**src/rtl/monitor_maquina.sv**
```systemverilog
// -----------------------------------------------------------------------------
// monitor_maquina
// Passive checker for the coffee-machine controller state bus. Every rising
// edge it judges the step (prev_state, prev_start) -> state against the legal
// brew sequence, keeps its own model of the reservoir-full flag, counts
// completed coffees and measures the length of each brew.
//
// Parameters:
//   CNT_W  width of the completed-coffee counter (saturating)
//   LAT_W  width of the brew-length counter / result (saturating)
// Ports:
//   clk          system clock, rising edge
//   rst_n        asynchronous active-low reset, shared with the controller
//   start        start request, as seen by the controller
//   state[3:0]   controller state bus
//   clr_erro     synchronous clear of erro / erro_code
//   cafe_pronto  one-cycle pulse per completed brew
//   cafe_count   completed brews, saturating
//   brew_cycles  length of the last completed brew in cycles, saturating
//   erro         sticky error flag
//   erro_code    first error cause: 0 none, 1 illegal encoding, 2 illegal step
//   agua_model   monitor's model of the reservoir-full flag
// -----------------------------------------------------------------------------
module monitor_maquina #(
    parameter int CNT_W = 8,
    parameter int LAT_W = 5
) (
    input  logic             clk,
    input  logic             rst_n,
    input  logic             start,
    input  logic [3:0]       state,
    input  logic             clr_erro,
    output logic             cafe_pronto,
    output logic [CNT_W-1:0] cafe_count,
    output logic [LAT_W-1:0] brew_cycles,
    output logic             erro,
    output logic [1:0]       erro_code,
    output logic             agua_model
);

    typedef enum logic [3:0] {
        S_IDLE      = 4'd1,
        S_LIGAR     = 4'd2,
        S_VERIFICAR = 4'd3,
        S_ENCHER    = 4'd4,
        S_MOER      = 4'd5,
        S_COLOCAR   = 4'd6,
        S_PASSAR    = 4'd7,
        S_TAMPEAR   = 4'd8,
        S_EXTRACAO  = 4'd9
    } state_e;

    localparam logic [CNT_W-1:0] CNT_MAX = {CNT_W{1'b1}};
    localparam logic [LAT_W-1:0] LAT_MAX = {LAT_W{1'b1}};
    localparam logic [CNT_W-1:0] CNT_ONE = {{(CNT_W-1){1'b0}}, 1'b1};
    localparam logic [LAT_W-1:0] LAT_ONE = {{(LAT_W-1){1'b0}}, 1'b1};

    logic [3:0]       prev_state_q, prev_state_d;
    logic             prev_start_q, prev_start_d;
    logic [LAT_W-1:0] run_q, run_d;
    logic             brewing_q, brewing_d;
    logic             cafe_pronto_q, cafe_pronto_d;
    logic [CNT_W-1:0] cafe_count_q, cafe_count_d;
    logic [LAT_W-1:0] brew_cycles_q, brew_cycles_d;
    logic             erro_q, erro_d;
    logic [1:0]       erro_code_q, erro_code_d;
    logic             agua_q, agua_d;

    logic             enc_bad_s;
    logic             legal_s;
    logic             err_s;
    logic [1:0]       new_code_s;

    // Transition legality, error latching, refill model and brew measurement.
    always_comb begin
        prev_state_d  = state;
        prev_start_d  = start;
        run_d         = run_q;
        brewing_d     = brewing_q;
        cafe_pronto_d = 1'b0;
        cafe_count_d  = cafe_count_q;
        brew_cycles_d = brew_cycles_q;
        erro_d        = erro_q;
        erro_code_d   = erro_code_q;
        agua_d        = agua_q;

        enc_bad_s = (state == 4'd0) || (state > 4'd9);

        case (prev_state_q)
            S_IDLE:      legal_s = prev_start_q ? (state == S_LIGAR) : (state == S_IDLE);
            S_LIGAR:     legal_s = (state == S_VERIFICAR);
            S_VERIFICAR: legal_s = agua_q ? (state == S_MOER) : (state == S_ENCHER);
            S_ENCHER:    legal_s = (state == S_VERIFICAR);
            S_MOER:      legal_s = (state == S_COLOCAR);
            S_COLOCAR:   legal_s = (state == S_PASSAR);
            S_PASSAR:    legal_s = (state == S_TAMPEAR);
            S_TAMPEAR:   legal_s = (state == S_EXTRACAO);
            S_EXTRACAO:  legal_s = (state == S_IDLE);
            // Previous sample was itself an illegal encoding (already flagged):
            // accept whatever follows and resume checking from it.
            default:     legal_s = 1'b1;
        endcase

        err_s      = enc_bad_s || !legal_s;
        new_code_s = enc_bad_s ? 2'd1 : 2'd2;

        // A new error beats a simultaneous clear; otherwise the first cause sticks.
        if (err_s) begin
            erro_d = 1'b1;
            if (!erro_q || clr_erro) begin
                erro_code_d = new_code_s;
            end else begin
                erro_code_d = erro_code_q;
            end
        end else if (clr_erro) begin
            erro_d      = 1'b0;
            erro_code_d = 2'd0;
        end else begin
            erro_d      = erro_q;
            erro_code_d = erro_code_q;
        end

        // The only step that refills the reservoir.
        if (!err_s && (prev_state_q == S_ENCHER) && (state == S_VERIFICAR)) begin
            agua_d = 1'b1;
        end else begin
            agua_d = agua_q;
        end

        if (!err_s && (prev_state_q == S_IDLE) && (state == S_LIGAR)) begin
            brewing_d = 1'b1;
            run_d     = LAT_ONE;
        end else if (brewing_q) begin
            if (err_s) begin
                brewing_d = 1'b0;
            end else if ((prev_state_q == S_EXTRACAO) && (state == S_IDLE)) begin
                brewing_d     = 1'b0;
                brew_cycles_d = run_q;
                cafe_pronto_d = 1'b1;
                cafe_count_d  = (cafe_count_q == CNT_MAX) ? CNT_MAX : cafe_count_q + CNT_ONE;
            end else if (state != S_IDLE) begin
                run_d = (run_q == LAT_MAX) ? LAT_MAX : run_q + LAT_ONE;
            end else begin
                run_d = run_q;
            end
        end else begin
            brewing_d = brewing_q;
        end
    end

    // State and output registers.
    always_ff @(posedge clk or negedge rst_n) begin
        if (!rst_n) begin
            prev_state_q  <= S_IDLE;
            prev_start_q  <= 1'b0;
            run_q         <= {LAT_W{1'b0}};
            brewing_q     <= 1'b0;
            cafe_pronto_q <= 1'b0;
            cafe_count_q  <= {CNT_W{1'b0}};
            brew_cycles_q <= {LAT_W{1'b0}};
            erro_q        <= 1'b0;
            erro_code_q   <= 2'd0;
            agua_q        <= 1'b0;
        end else begin
            prev_state_q  <= prev_state_d;
            prev_start_q  <= prev_start_d;
            run_q         <= run_d;
            brewing_q     <= brewing_d;
            cafe_pronto_q <= cafe_pronto_d;
            cafe_count_q  <= cafe_count_d;
            brew_cycles_q <= brew_cycles_d;
            erro_q        <= erro_d;
            erro_code_q   <= erro_code_d;
            agua_q        <= agua_d;
        end
    end

    assign cafe_pronto = cafe_pronto_q;
    assign cafe_count  = cafe_count_q;
    assign brew_cycles = brew_cycles_q;
    assign erro        = erro_q;
    assign erro_code   = erro_code_q;
    assign agua_model  = agua_q;

endmodule

```
**config.mk**
```make
export PLATFORM = sky130hd
export DESIGN_NAME = monitor_maquina
export DESIGN_NICKNAME = d
export VERILOG_FILES = /design/src/rtl/monitor_maquina.sv
export SDC_FILE = /design/constraint.sdc
export NUM_CORES = 1
export LEC_CHECK = 0
export CAP_MARGIN = 40
export CORE_UTILIZATION = 40
export DETAILED_ROUTE_END_ITERATION = 7
export PLACE_DENSITY = 0.75
export SLEW_MARGIN = 30
export SYNTH_ARGS = -nofsm -noshare
export SYNTH_HDL_FRONTEND = slang
export SYNTH_SLANG_ARGS = --single-unit
```
**constraint.sdc**
```tcl
create_clock -name clk -period 2 [get_ports clk]
set_input_delay 0.6 -clock clk [delete_from_list [all_inputs] [get_ports clk]]
set_output_delay 0.6 -clock clk [all_outputs]
set_load 0.01 [all_outputs]
```
After elaboration in Yosys (flattened, before gate mapping). Index checks and enable logic that the tools add are counted.

Bits in registers: 29. Bits in latches: 0. Memory bits (writable): 0. Bits in read-only memories: 0. Input port bits: 8. Output and inout port bits: 18. Word-level logic and storage cells: 82. Memories: 0.

Add/subtract/negate cells: 2. $mul: 0. Divide/modulo/power cells: 0. $lt $le $gt $ge: 1. Eq/ne operators: 24. Shift operators: 0. Muxes and demuxes: 24. Bitwise gates (word level): 2. Reduce and logical (&&, ||, !) cells: 19.

Operator list (number): $eq 4x3->1 const B (8); $mux 5 (6); $eq 4x2->1 const B (4); $eq 4x4->1 const B (4); $mux 1 (12); $add 8x1->8 const B (1); $eq 4x1->1 const B (2); $eq 8x8->1 const B (1); $mux 2 (4); $mux 8 (1); $pmux 1 s8 (1); $reduce_and 4->1 (2); $reduce_bool 2->1 (3); $add 5x1->5 const B (1); $eq 5x5->1 const B (1); $logic_and 1x1->1 (5); $gt 4x4->1 const B (1); $logic_not 4->1 (1); $ne 2x1->1 const B (2); $ne 4x1->1 const B (1); $logic_not 1->1 (3); $logic_or 1x1->1 (3); $ne 2x2->1 const B (1); $not 1->1 (2); other kinds (2) (2).

Longest topological paths before layout. Gate-level depths: netlist (run 1).

Depth in word-level cells: 10. Depth in mapped cells: 8. Gate-level depth less buffers: 6.

Worst setup path after synthesis (run 1). No wires, ideal clock.

Path type: input to register. From: input state[3]. To: register run_q[0]. Setup time: 0.121 ns. Data arrival time: 1.884 ns. Data required time: 1.879 ns. Slack: -0.004 ns. Stages on the path: 8. Buffers on the path: 2. Cells stage by stage: clkbuf_2 nor2_1 o21ai_0 a222oi_1 o2bb2ai_2 buf_6 nand3_1 a2bb2oi_1.

Cells in the longest elaborated chain, start to end: 10. Elaborated cells on any way between the ends: 28. Those cells by class: order compare: 1; eq/ne: 12; mux: 4; reduce/logical: 11.

RTL lines: start: declaration (line 31) `input logic [3:0] state,`; $eq 4x3->1 (tied with other cells) (line 92) `S_VERIFICAR: legal_s = agua_q ? (state == S_MOER) : (state == S_ENCHER);`; $mux 1 (on tied branches) (line 92, 90); $pmux 1 s8 (line 89) `case (prev_state_q)`; $logic_not 1->1 (line 104) `err_s = enc_bad_s || !legal_s;`; $logic_or 1x1->1 (line 104); $logic_not 1->1 (line 130) `if (!err_s && (prev_state_q == S_IDLE) && (state == S_LIGAR)) begin`; $logic_and 1x1->1 (2 in series) (line 130); $ne 2x2->1 (no line) (tied with other cells); $reduce_and 4->1 (no line); end signal: assignment (line 156) `run_q <= {LAT_W{1'b0}};`; end signal: assignment (line 167) `run_q <= run_d;`; end: declaration (line 60) `logic [LAT_W-1:0] run_q, run_d;`.

Several ways; a longest one is shown, not always the timed one. A chain may end at the register's enable or synchronous reset.

Worst setup path after layout (run 1).
From: register prev_state_q[0]. To: register brewing_q.

Cells in the longest elaborated chain, start to end: 9. Elaborated cells on any way between the ends: 21. Those cells by class: eq/ne: 9; mux: 5; reduce/logical: 7.

RTL lines: start: declaration (line 58) `logic [3:0] prev_state_q, prev_state_d;`; start signal: assignment (line 165) `prev_state_q <= prev_state_d;`; $eq 4x3->1 / $eq 4x2->1 (equally long branches) (line 89); $reduce_or 2->1 (no line); $pmux 1 s8 (line 89); $logic_not 1->1 (line 104); $logic_or 1x1->1 (line 104); $logic_not 1->1 (line 130); $logic_and 1x1->1 (2 in series) (line 130); $mux 1 (*) (line 130); via brewing_d (line 61) `logic brewing_q, brewing_d;`; end signal: assignment (line 168) `brewing_q <= brewing_d;`; end: declaration (line 61).

The timed path passes the listed nets; every way through them passes the cells marked *.

==> results of run 1 <==
[what timing repair did]
action	4_1_cts	5_1_grt
resized for setup	9	14
endpoints found under the setup margin	21	13
gates cloned	1	0
pin swaps	4	8
buffers inserted	2	4
[how the worst max path moves through the flow]
stage / slack, ns / cells past startpoint / end
final: -0.02 / 7 / brewing_q$_DFF_PN0_
after global routing: -0.10 / 7 / brewing_q$_DFF_PN0_
after CTS: 0.05 / 9 / cafe_count[3]$_DFFE_PN0P_
after detailed placement: -0.56 / 7 / run_q[0]$_DFFE_PN0P_
after global placement: -0.51 / 7 / run_q[0]$_DFFE_PN0P_
after floorplan: 0.02 / 8 / run_q[0]$_DFFE_PN0P_
[layout by cell type, fill, tap and decap left out, drive strengths merged, types with 2 or more instances in the layout]
cell type | netlist | final
xnor2 | 2 | 2
nand3 | 7 | 7
and3 | 3 | 3
nand2 | 27 | 27
and2 | 3 | 3
a21oi | 9 | 9
ha | 2 | 2
dfrtp | 28 | 28
nor2 | 12 | 12
clkdlybuf4s50 | 0 | 21
nand2b | 2 | 2
a31oi | 6 | 6
clkbuf | 1 | 9
nor3 | 2 | 2
o21ai | 8 | 8
nor3b | 3 | 3
nand4 | 5 | 5
buf | 6 | 32
nor2b | 9 | 9
clkinv | 0 | 2
o2bb2ai | 2 | 3
xor2 | 2 | 2
inv | 7 | 7
[final cells by class]
type | count | area (um^2)
fill | 330 | 1481
inverter | 7 | 26.28
multi-input combinational | 122 | 792.0
clock buffer | 5 | 68.82
clock inverter | 3 | 17.52
tap | 48 | 60.06
timing repair buffer | 57 | 486.7
sequential | 29 | 728.2
[worst max-delay path, cell delays in order (launching register included)]
cell	delay, ns
dfstp_2	0.61
xor2_1	0.17
nand3_1	0.09
a222oi_1	0.37
buf_4	0.21
o2bb2ai_4	0.16
nand2_2	0.08
a311oi_2	0.25
[registers in the layout, summed over array words and instances (netlist names)]
register      cells
agua_model        1
brew_cycles       5
brewing_q         1
cafe_count        8
cafe_pronto       1
erro              1
erro_code         2
prev_start_q      1
prev_state_q      4
run_q             5
[report_power, final]
| group | internal [mW] | switching, mW |
|---|---|---|
| Combinational | 0.0922 | 0.0832 |
| Clock | 0.239 | 0.235 |
| Sequential | 0.601 | 0.0148 |
[routing by layer]
layer	track usage [%]	vias up
met5	0	-
li1	-	698
met2	31.65	31
met1	22.87	655
met3	4.107	7
met4	9.091	0
[cell families (layout without fill, tap and decap cells)]
group                    after synthesis  count (layout)  share of synthesized area [%]
AO/OA/AOI/OAI                         34              35                          15.38
XOR/XNOR                               4               4                          2.279
adder cells (fa/ha/maj)                2               2                          1.627
buffers and inverters                 14              72                          5.125
flip-flops                            29              29                          47.27
multiplexers                           2               2                          1.383
AND/OR/NAND/NOR                       79              79                          26.93
==> results_dict.tcl, run 1 <==
set metrics [dict create \
    status "finished with violations" \
    violations "setup timing" \
    ys.flop_type "dfrtp_1" \
    die_area_um2 4096 \
    synthArstFlopShare_pct 100.0 \
    hold-path-endpoint "brew_cycles[3]$_DFFE_PN0P_" \
    h-tree-depth 2 \
    synthTopCellsByCount "dfrtp_1, nand2_1, nor2_1" \
    dr_wl_met2_um 1691 \
    layout-drive-gt1-share_pct 26.91 \
    syn-cell-area_um2 1538 \
    regToRegSetupSlack_ns -0.02 \
    yosysSeqAreaShare_pct 47.27 \
    port_buffers 25 \
    min_period_over_period_pct 101.2 \
    synth_fp_nets 174 \
    yosysTopAreaCellShare_pct 45.57 \
    dpl_worst_slack_ns -0.5634 \
    worst_ep_required_time_ns 2.19 \
    fin_tns_setup_ns -0.02414 \
    cp-end-kind "flip-flop" \
    finalNetCount 232 \
    yosysTopAreaCell "dfrtp_1" \
    synth_most_common_cell "dfrtp_1" \
    viasPerCell 5.133 \
    grt-ovfl-total 0 \
    synth_cells 164 \
    synth_area_leaders "dfrtp_1, nand2_1, nor2b_1, a21oi_1, nor2_1" \
    crit_type "flip-flop to flip-flop" \
    clockBufferDepth 2 \
    first_pass_iters 5 \
    finalNonFillerCells 271 \
    antenna_found_initial 0 \
    syn_avg_cell_area_um2 9.376 \
    numPlacedInstances 256 \
    worst_slew_pin_slew_ns 0.3792 \
    worst_ir_drop_vdd_v 0.0004669 \
    p_leak_nw 0.9944 \
    place.gp.congestion 0.7737 \
    hp-start "brew_cycles[3]$_DFFE_PN0P_" \
    rsz0062_at_grt "true" \
    maxSlewHeadroom_pct 74.72 \
    grt_pass1_vias 1374 \
    syn2layout_area_growth_pct 41.74 \
    grt_start_max_net_pins 30 \
    p_per_area_nw_per_um2 580.6 \
    total_power_mw 1.265 \
    crit_path_start "prev_state_q[0]$_DFF_PN1_" \
    postRouteAntennaNets 0 \
    drc 0 \
    r2r_cells 7 \
    final_design_area_no_fill_um2 2180 \
    slew_violations 0 \
    initial_utilization_pct 42.00 \
    synth_seq_cells 29 \
    ys_warn_count 0 \
    wl_met3_um 140 \
    diodes 0 \
    critPathMaxFanout 7 \
    finClkSkew_ns 0.007905 \
    cts_buffers 5 \
    fmax_mhz 494.0 \
    ios 26 \
    setup_ws_ns -0.02414 \
    die_h_um 64 \
    setup_viol 1 \
    arrival_ns 2.22 \
    wl_met1_um 1654 \
    dp_hpwl_um 2291 \
    cts_tree "done" \
    max_cap_violations 0 \
    yosysUniqueCellTypes 45 \
    wire_per_inst_um 13.13 \
    path_clk_slew_ns 0.07 \
    fin_crit_ns 2.024 \
    min_path_cells 2 \
    cts_hold_buf 0 \
    r2r-start "prev_state_q[0]$_DFF_PN1_" \
    grt.total_usage_pct 18.89 \
    hold_viol 0 \
    postLayoutCoreUtil_pct 59.54 \
    std_cell_rows 22 \
    top_layer "met4" \
    root_buffer "clkbuf_8" \
    crit_path_start_kind "flip-flop" \
    vias 1391 \
    grt_pass1_wl_um 5892 \
    insertion_delay_ns 0.29 \
    drt_wl_total_um 3559 \
    cts.sinks 29 \
    postPlaceCellArea_um2 2003 \
    die_w_um 64 \
    r2r_end "brewing_q$_DFF_PN0_" \
    synth_edf_count 0 \
    core_um2 3661 \
    min_path_type "flip-flop to flip-flop" \
    fin_hold_ws_ns 0.4746 \
    initialDrtViolationCount 36 \
]
(Power assumes the default switching activity.)
==> run 2, diff against run 1 <==
--- a/config.mk
+++ b/config.mk
@@ -5,7 +5,8 @@
 export SDC_FILE = /design/constraint.sdc
 export NUM_CORES = 1
 export LEC_CHECK = 0
-export CAP_MARGIN = 40
+export CAP_MARGIN = 20
+export CORE_MARGIN = 2
 export CORE_UTILIZATION = 40
 export DETAILED_ROUTE_END_ITERATION = 7
 export PLACE_DENSITY = 0.75
==> results_dict.tcl, run 2 (synthesis gave the netlist of run 1 again) <==
set metrics [dict create \
    p_sw_mw 0.3351 \
    vias 1423 \
    fin_tns_setup_ns 0 \
    cts_buffers 5 \
    drc 0 \
    dp_hpwl_um 2356 \
    largest_reg_flops 8 \
    cts.sinks 29 \
    root_buffer "clkbuf_8" \
    core_um2 3689 \
    finClkSkew_ns 0.005404 \
    h-tree-depth 2 \
    slew_violations 0 \
    die_area_um2 4356 \
    initial_utilization_pct 41.69 \
    crit_type "flip-flop to flip-flop" \
    fmax_mhz 517.2 \
    std_cell_rows 22 \
    regArea_um2 729.5 \
    p_leak_nw 0.9671 \
    worst_ir_drop_vdd_v 0.0004743 \
    grt.met2_usage_pct 30.56 \
    layout-drive-gt1-share_pct 24.54 \
    min_path_type "flip-flop to flip-flop" \
    clockBufferDepth 2 \
    place.gp.congestion 0.8578 \
    arrival_ns 2.11 \
    p_per_area_nw_per_um2 591.0 \
    syn2layout_area_growth_pct 39.14 \
    total_power_mw 1.264 \
    max_cap_violations 0 \
    maxSlewHeadroom_pct 75.31 \
    r2r_cells 7 \
    grt_pass1_vias 1365 \
    postLayoutCoreUtil_pct 58.01 \
    ios 26 \
    fin_crit_ns 1.934 \
    grt-ovfl-total 0 \
    setup_viol 0 \
    cts_tree "done" \
    fill_cells 340 \
    multi_input_area_um2 803.3 \
    die_w_um 66 \
    final_cell_mix "nand2_1, dfrtp_1, buf_4" \
    insertion_delay_ns 0.29 \
    swShare_pct 26.50 \
    grt_pass1_wl_um 6189 \
    top_usage_layer "met2" \
    diodes 0 \
    hold_viol 0 \
    port_buffers 25 \
    worst_slew_pin_slew_ns 0.3703 \
    status "completed" \
    postRouteAntennaNets 0 \
    rsz0062_at_grt "true" \
    viasPerCell 5.390 \
    fin_hold_ws_ns 0.4752 \
    initialDrtViolationCount 44 \
    power.share.sequential_pct 48.9 \
    p_int_mw 0.9293 \
    path_clk_slew_ns 0.06 \
    critPathMaxFanout 8 \
    grt_start_max_net_pins 30 \
    grt_use_met3_pct 6.133 \
    min_period_over_period_pct 96.68 \
    antenna_found_initial 0 \
    grt.total_usage_pct 18.93 \
    first_pass_iters 4 \
    crit_path_start_kind "flip-flop" \
    worst_ep_required_time_ns 2.17 \
    p_comb_share_pct 13.4 \
    min_path_cells 2 \
    cp-end-kind "flip-flop" \
    regToRegSetupSlack_ns 0.07 \
    finalNetCount 225 \
    die_h_um 66 \
    wire_per_inst_um 14.06 \
    met1_usage_pct 24.02 \
    clkPwrFrac_pct 37.7 \
    drt_wl_total_um 3711 \
]
## run 2: final timing paths
check                                            from                          to
min reg2reg                brew_cycles[3]$_DFFE_PN0P_  brew_cycles[3]$_DFFE_PN0P_
max in group asynchronous                       rst_n   prev_state_q[0]$_DFF_PN1_
min in group asynchronous                       rst_n   prev_state_q[2]$_DFF_PN0_
min                        brew_cycles[3]$_DFFE_PN0P_  brew_cycles[3]$_DFFE_PN0P_
max                         prev_state_q[0]$_DFF_PN1_        run_q[1]$_DFFE_PN0P_
max reg2reg                 prev_state_q[0]$_DFF_PN1_        run_q[1]$_DFFE_PN0P_
## run 2: repair_timing
| item | CTS | global route |
|---|---|---|
| hold buffers | 0 | 0 |
| gates resized for setup | 10 | 14 |
| endpoints found under the setup margin | 22 | 16 |
| buffers inserted | 2 | 2 |
| pin swaps | 4 | 4 |
| cloned | 1 | 0 |
## run 2: cell type report
| type | count | share of cell area (%) |
|---|---|---|
| Multi-Input combinational cell | 122 | 37.54 |
| Sequential cell | 29 | 34.09 |
| Timing Repair Buffer | 50 | 20.47 |
| Clock inverter | 2 | 0.4678 |
| Tap cell | 48 | 2.807 |
| Inverter | 7 | 1.228 |
| Clock buffer | 6 | 3.392 |
## run 2: power by group through the flow
stage	Sequential [mW]	Clock, mW	Combinational [mW]
2_1_floorplan	0.623	0	0.0731
3_3_place_gp	0.626	0	0.142
3_5_place_dp	0.627	0	0.144
4_1_cts	0.616	0.481	0.159
5_1_grt	0.619	0.524	0.187
6_report	0.618	0.477	0.170
## run 2: metal layers
| layer | wire [um] | up-vias |
|---|---|---|
| li1 | - | 685 |
| met1 | 1589 | 690 |
| met2 | 1896 | 40 |
| met3 | 173 | 8 |
| met4 | 51 | 0 |
| met5 | 0 | - |
## run 2: critical path, cell delays in order, from the launching register on
cell	delay, ns
dfstp_2	0.62
xor2_1	0.16
nand3_1	0.11
a222oi_1	0.31
buf_4	0.20
o2bb2ai_4	0.15
nand2_1	0.12
o2bb2ai_1	0.14
## run 2: per-stage QoR
stage	instance area [um^2]	std cells	worst slack, ns
2_1_floorplan	1538	164	0.01550
3_3_place_gp	1966	251	-0.5057
3_5_place_dp	1966	251	-0.5961
4_1_cts	2102	262	0.01201
5_1_grt	2140	264	-0.02988
6_report	2140	264	0.06637
==> run 3, diff against run 2 <==
--- a/config.mk
+++ b/config.mk
@@ -9,7 +9,7 @@
 export CORE_MARGIN = 2
 export CORE_UTILIZATION = 40
 export DETAILED_ROUTE_END_ITERATION = 7
-export PLACE_DENSITY = 0.75
+export PLACE_DENSITY = 0.73
 export SLEW_MARGIN = 30
 export SYNTH_ARGS = -nofsm -noshare
 export SYNTH_HDL_FRONTEND = slang
==> constraint.sdc (replaced) <==
create_clock -name clk -period 1.8 [get_ports clk]
set_input_delay 0.54 -clock clk [delete_from_list [all_inputs] [get_ports clk]]
set_output_delay 0.54 -clock clk [all_outputs]
set_load 0.01 [all_outputs]
==> results_dict.tcl, run 3 (synthesis gave the netlist of run 1 again) <==
set metrics [dict create \
    min_period_over_period_pct 100.9 \
    dpl_worst_slack_ns -0.6781 \
    wire_per_inst_um 12.54 \
    layout-drive-gt1-share_pct 35.24 \
    final_common_cell "buf_4" \
    initial_utilization_pct 41.69 \
    p_per_area_nw_per_um2 604.8 \
    syn2layout_area_growth_pct 50.77 \
    slew_violations 0 \
    setup_ws_ns -0.01547 \
    crit_type "flip-flop to flip-flop" \
    clockBufferDepth 2 \
    grt_pass1_wl_um 5471 \
    grt_pass1_vias 1236 \
    hold_viol 0 \
    slowest_stage "dfstp_2" \
    regArea_um2 730.7 \
    root_buffer "clkbuf_8" \
    std_cell_rows 22 \
    arrival_ns 1.99 \
    violations "setup timing" \
    die_area_um2 4356 \
    grt-ovfl-total 0 \
    cts_hold_buf 0 \
    core_um2 3689 \
    min_path_type "flip-flop to flip-flop" \
    final_design_area_no_fill_um2 2318 \
    worst_ep_required_time_ns 1.97 \
    worst_slew_pin_slew_ns 0.3460 \
    first_pass_iters 4 \
    fill_cells 308 \
    cts_buffers 5 \
    cp.buffers_inverters 1 \
    finClkSkew_ns 0.009632 \
    place.gp.congestion 0.8181 \
    finalNetCount 236 \
    die_h_um 66 \
    drt_wl_total_um 3449 \
    rsz0062_at_grt "true" \
    final_cell_mix "buf_4, dfrtp_1, nand2_1" \
    drc 0 \
    max_cap_violations 0 \
    max_stage_delay_ns 0.60 \
    cts.sinks 29 \
    grt_start_max_net_pins 30 \
    initialDrtViolationCount 40 \
    setup_viol 3 \
    crit_family "compound AO/OA/AOI/OAI gates" \
    postRouteAntennaNets 0 \
    largest_reg_flops 8 \
    fin_crit_ns 1.815 \
    cp-end-kind "flip-flop" \
    path_clk_slew_ns 0.06 \
    cts_tree "done" \
    ios 26 \
    p_leak_nw 1.133 \
    antenna_found_initial 0 \
    maxSlewHeadroom_pct 76.85 \
    critPathMaxFanout 9 \
    diodes 0 \
    multi_input_area_um2 833.3 \
    crit_chain "xor2_1 > nand3_1 > a222oi_1 > o2bb2ai_2 > buf_6 > nand3_2 > a2bb2oi_1" \
    die_w_um 66 \
    fmax_mhz 550.8 \
    crit_path_start_kind "flip-flop" \
    grt.total_usage_pct 16.76 \
    port_buffers 25 \
    dp_hpwl_um 2274 \
    insertion_delay_ns 0.29 \
    vias 1398 \
    worst_ir_drop_vdd_v 0.0004837 \
    postPlaceCellArea_um2 2049 \
    viasPerCell 5.084 \
    status "finished with violations" \
    h-tree-depth 2 \
]
==> run 3: cell count changes in the layout (fill, tap and decap cells not counted), sizes merged <==
cell,before,now
clkdlybuf4s50,21,13
buf,25,37
dlymetal6s2s,0,5
clkdlybuf4s15,0,3
clkbuf,9,6
dlygate4sd2,1,3
o2bb2ai,3,2
clkinvlp,0,1
==> run 3: final cells by class <==
type | count | area share (%)
Tap cell | 48 | 2.590
Clock buffer | 5 | 2.968
Timing Repair Buffer | 62 | 24.88
Multi-Input combinational cell | 121 | 35.94
Sequential cell | 29 | 31.52
Inverter | 7 | 1.349
Clock inverter | 3 | 0.7555
==> run 3: per-stage QoR <==
stage / power [mW] / TNS (ns) / hold slack (ns) / cells / util, %
finish: 1.402 / -0.03205 / 0.4724 / 275 / 62.86
global route: 1.484 / -1.752 / 0.5172 / 275 / 62.86
CTS: 1.425 / -0.02258 / 0.4859 / 269 / 58.48
detailed placement: 0.8773 / -12.50 / 0.4699 / 260 / 55.56
global placement: 0.8745 / -12.00 / 0.4707 / 260 / 55.56
floorplan: 0.7802 / -0.01324 / 0.2444 / 164 / -
==> run 3: repair_timing <==
item                                    CTS  global route
pin swaps                                 1             8
gates resized for setup                  17            41
buffers inserted                          1             6
endpoints found under the setup margin   27            26
==> run 3: worst paths after layout <==
check | from | to | slack, ns | cells past startpoint
setup / recovery | prev_state_q[0]$_DFF_PN1_ | run_q[0]$_DFFE_PN0P_ | -0.02 | 7
hold / removal | brew_cycles[3]$_DFFE_PN0P_ | brew_cycles[3]$_DFFE_PN0P_ | 0.47 | 2
setup reg to reg | prev_state_q[0]$_DFF_PN1_ | run_q[0]$_DFFE_PN0P_ | -0.02 | 7
hold reg to reg | brew_cycles[3]$_DFFE_PN0P_ | brew_cycles[3]$_DFFE_PN0P_ | 0.47 | 2
max in group asynchronous | rst_n | prev_state_q[0]$_DFF_PN1_ | 0.95 | 2
min in group asynchronous | rst_n | cafe_count[6]$_DFFE_PN0P_ | 0.61 | 2
==> run 3: worst reg2reg max path: stages, from the launching register on <==
cell and delay (ns):
dfstp_2 0.60, xor2_1 0.16, nand3_1 0.09, a222oi_1 0.34
o2bb2ai_2 0.14, buf_6 0.15, nand3_2 0.07, a2bb2oi_1 0.15
==> run 3: layer usage <==
metal | vias to the layer above | GRT usage, % | share of wire [%]
met5 | - | 0 | 0
met4 | 0 | 6.888 | 1.7
met3 | 6 | 5.281 | 3.7
met2 | 25 | 24.37 | 50
met1 | 663 | 23.04 | 45
li1 | 704 | - | -
==> run 3: where the power goes <==
group / internal (mW) / leakage, nW / switching (mW)
logic: 0.0998 / 0.718 / 0.0822
clock network: 0.266 / 0.0439 / 0.268
registers: 0.668 / 0.371 / 0.0175
total: 1.03 / 1.13 / 0.368
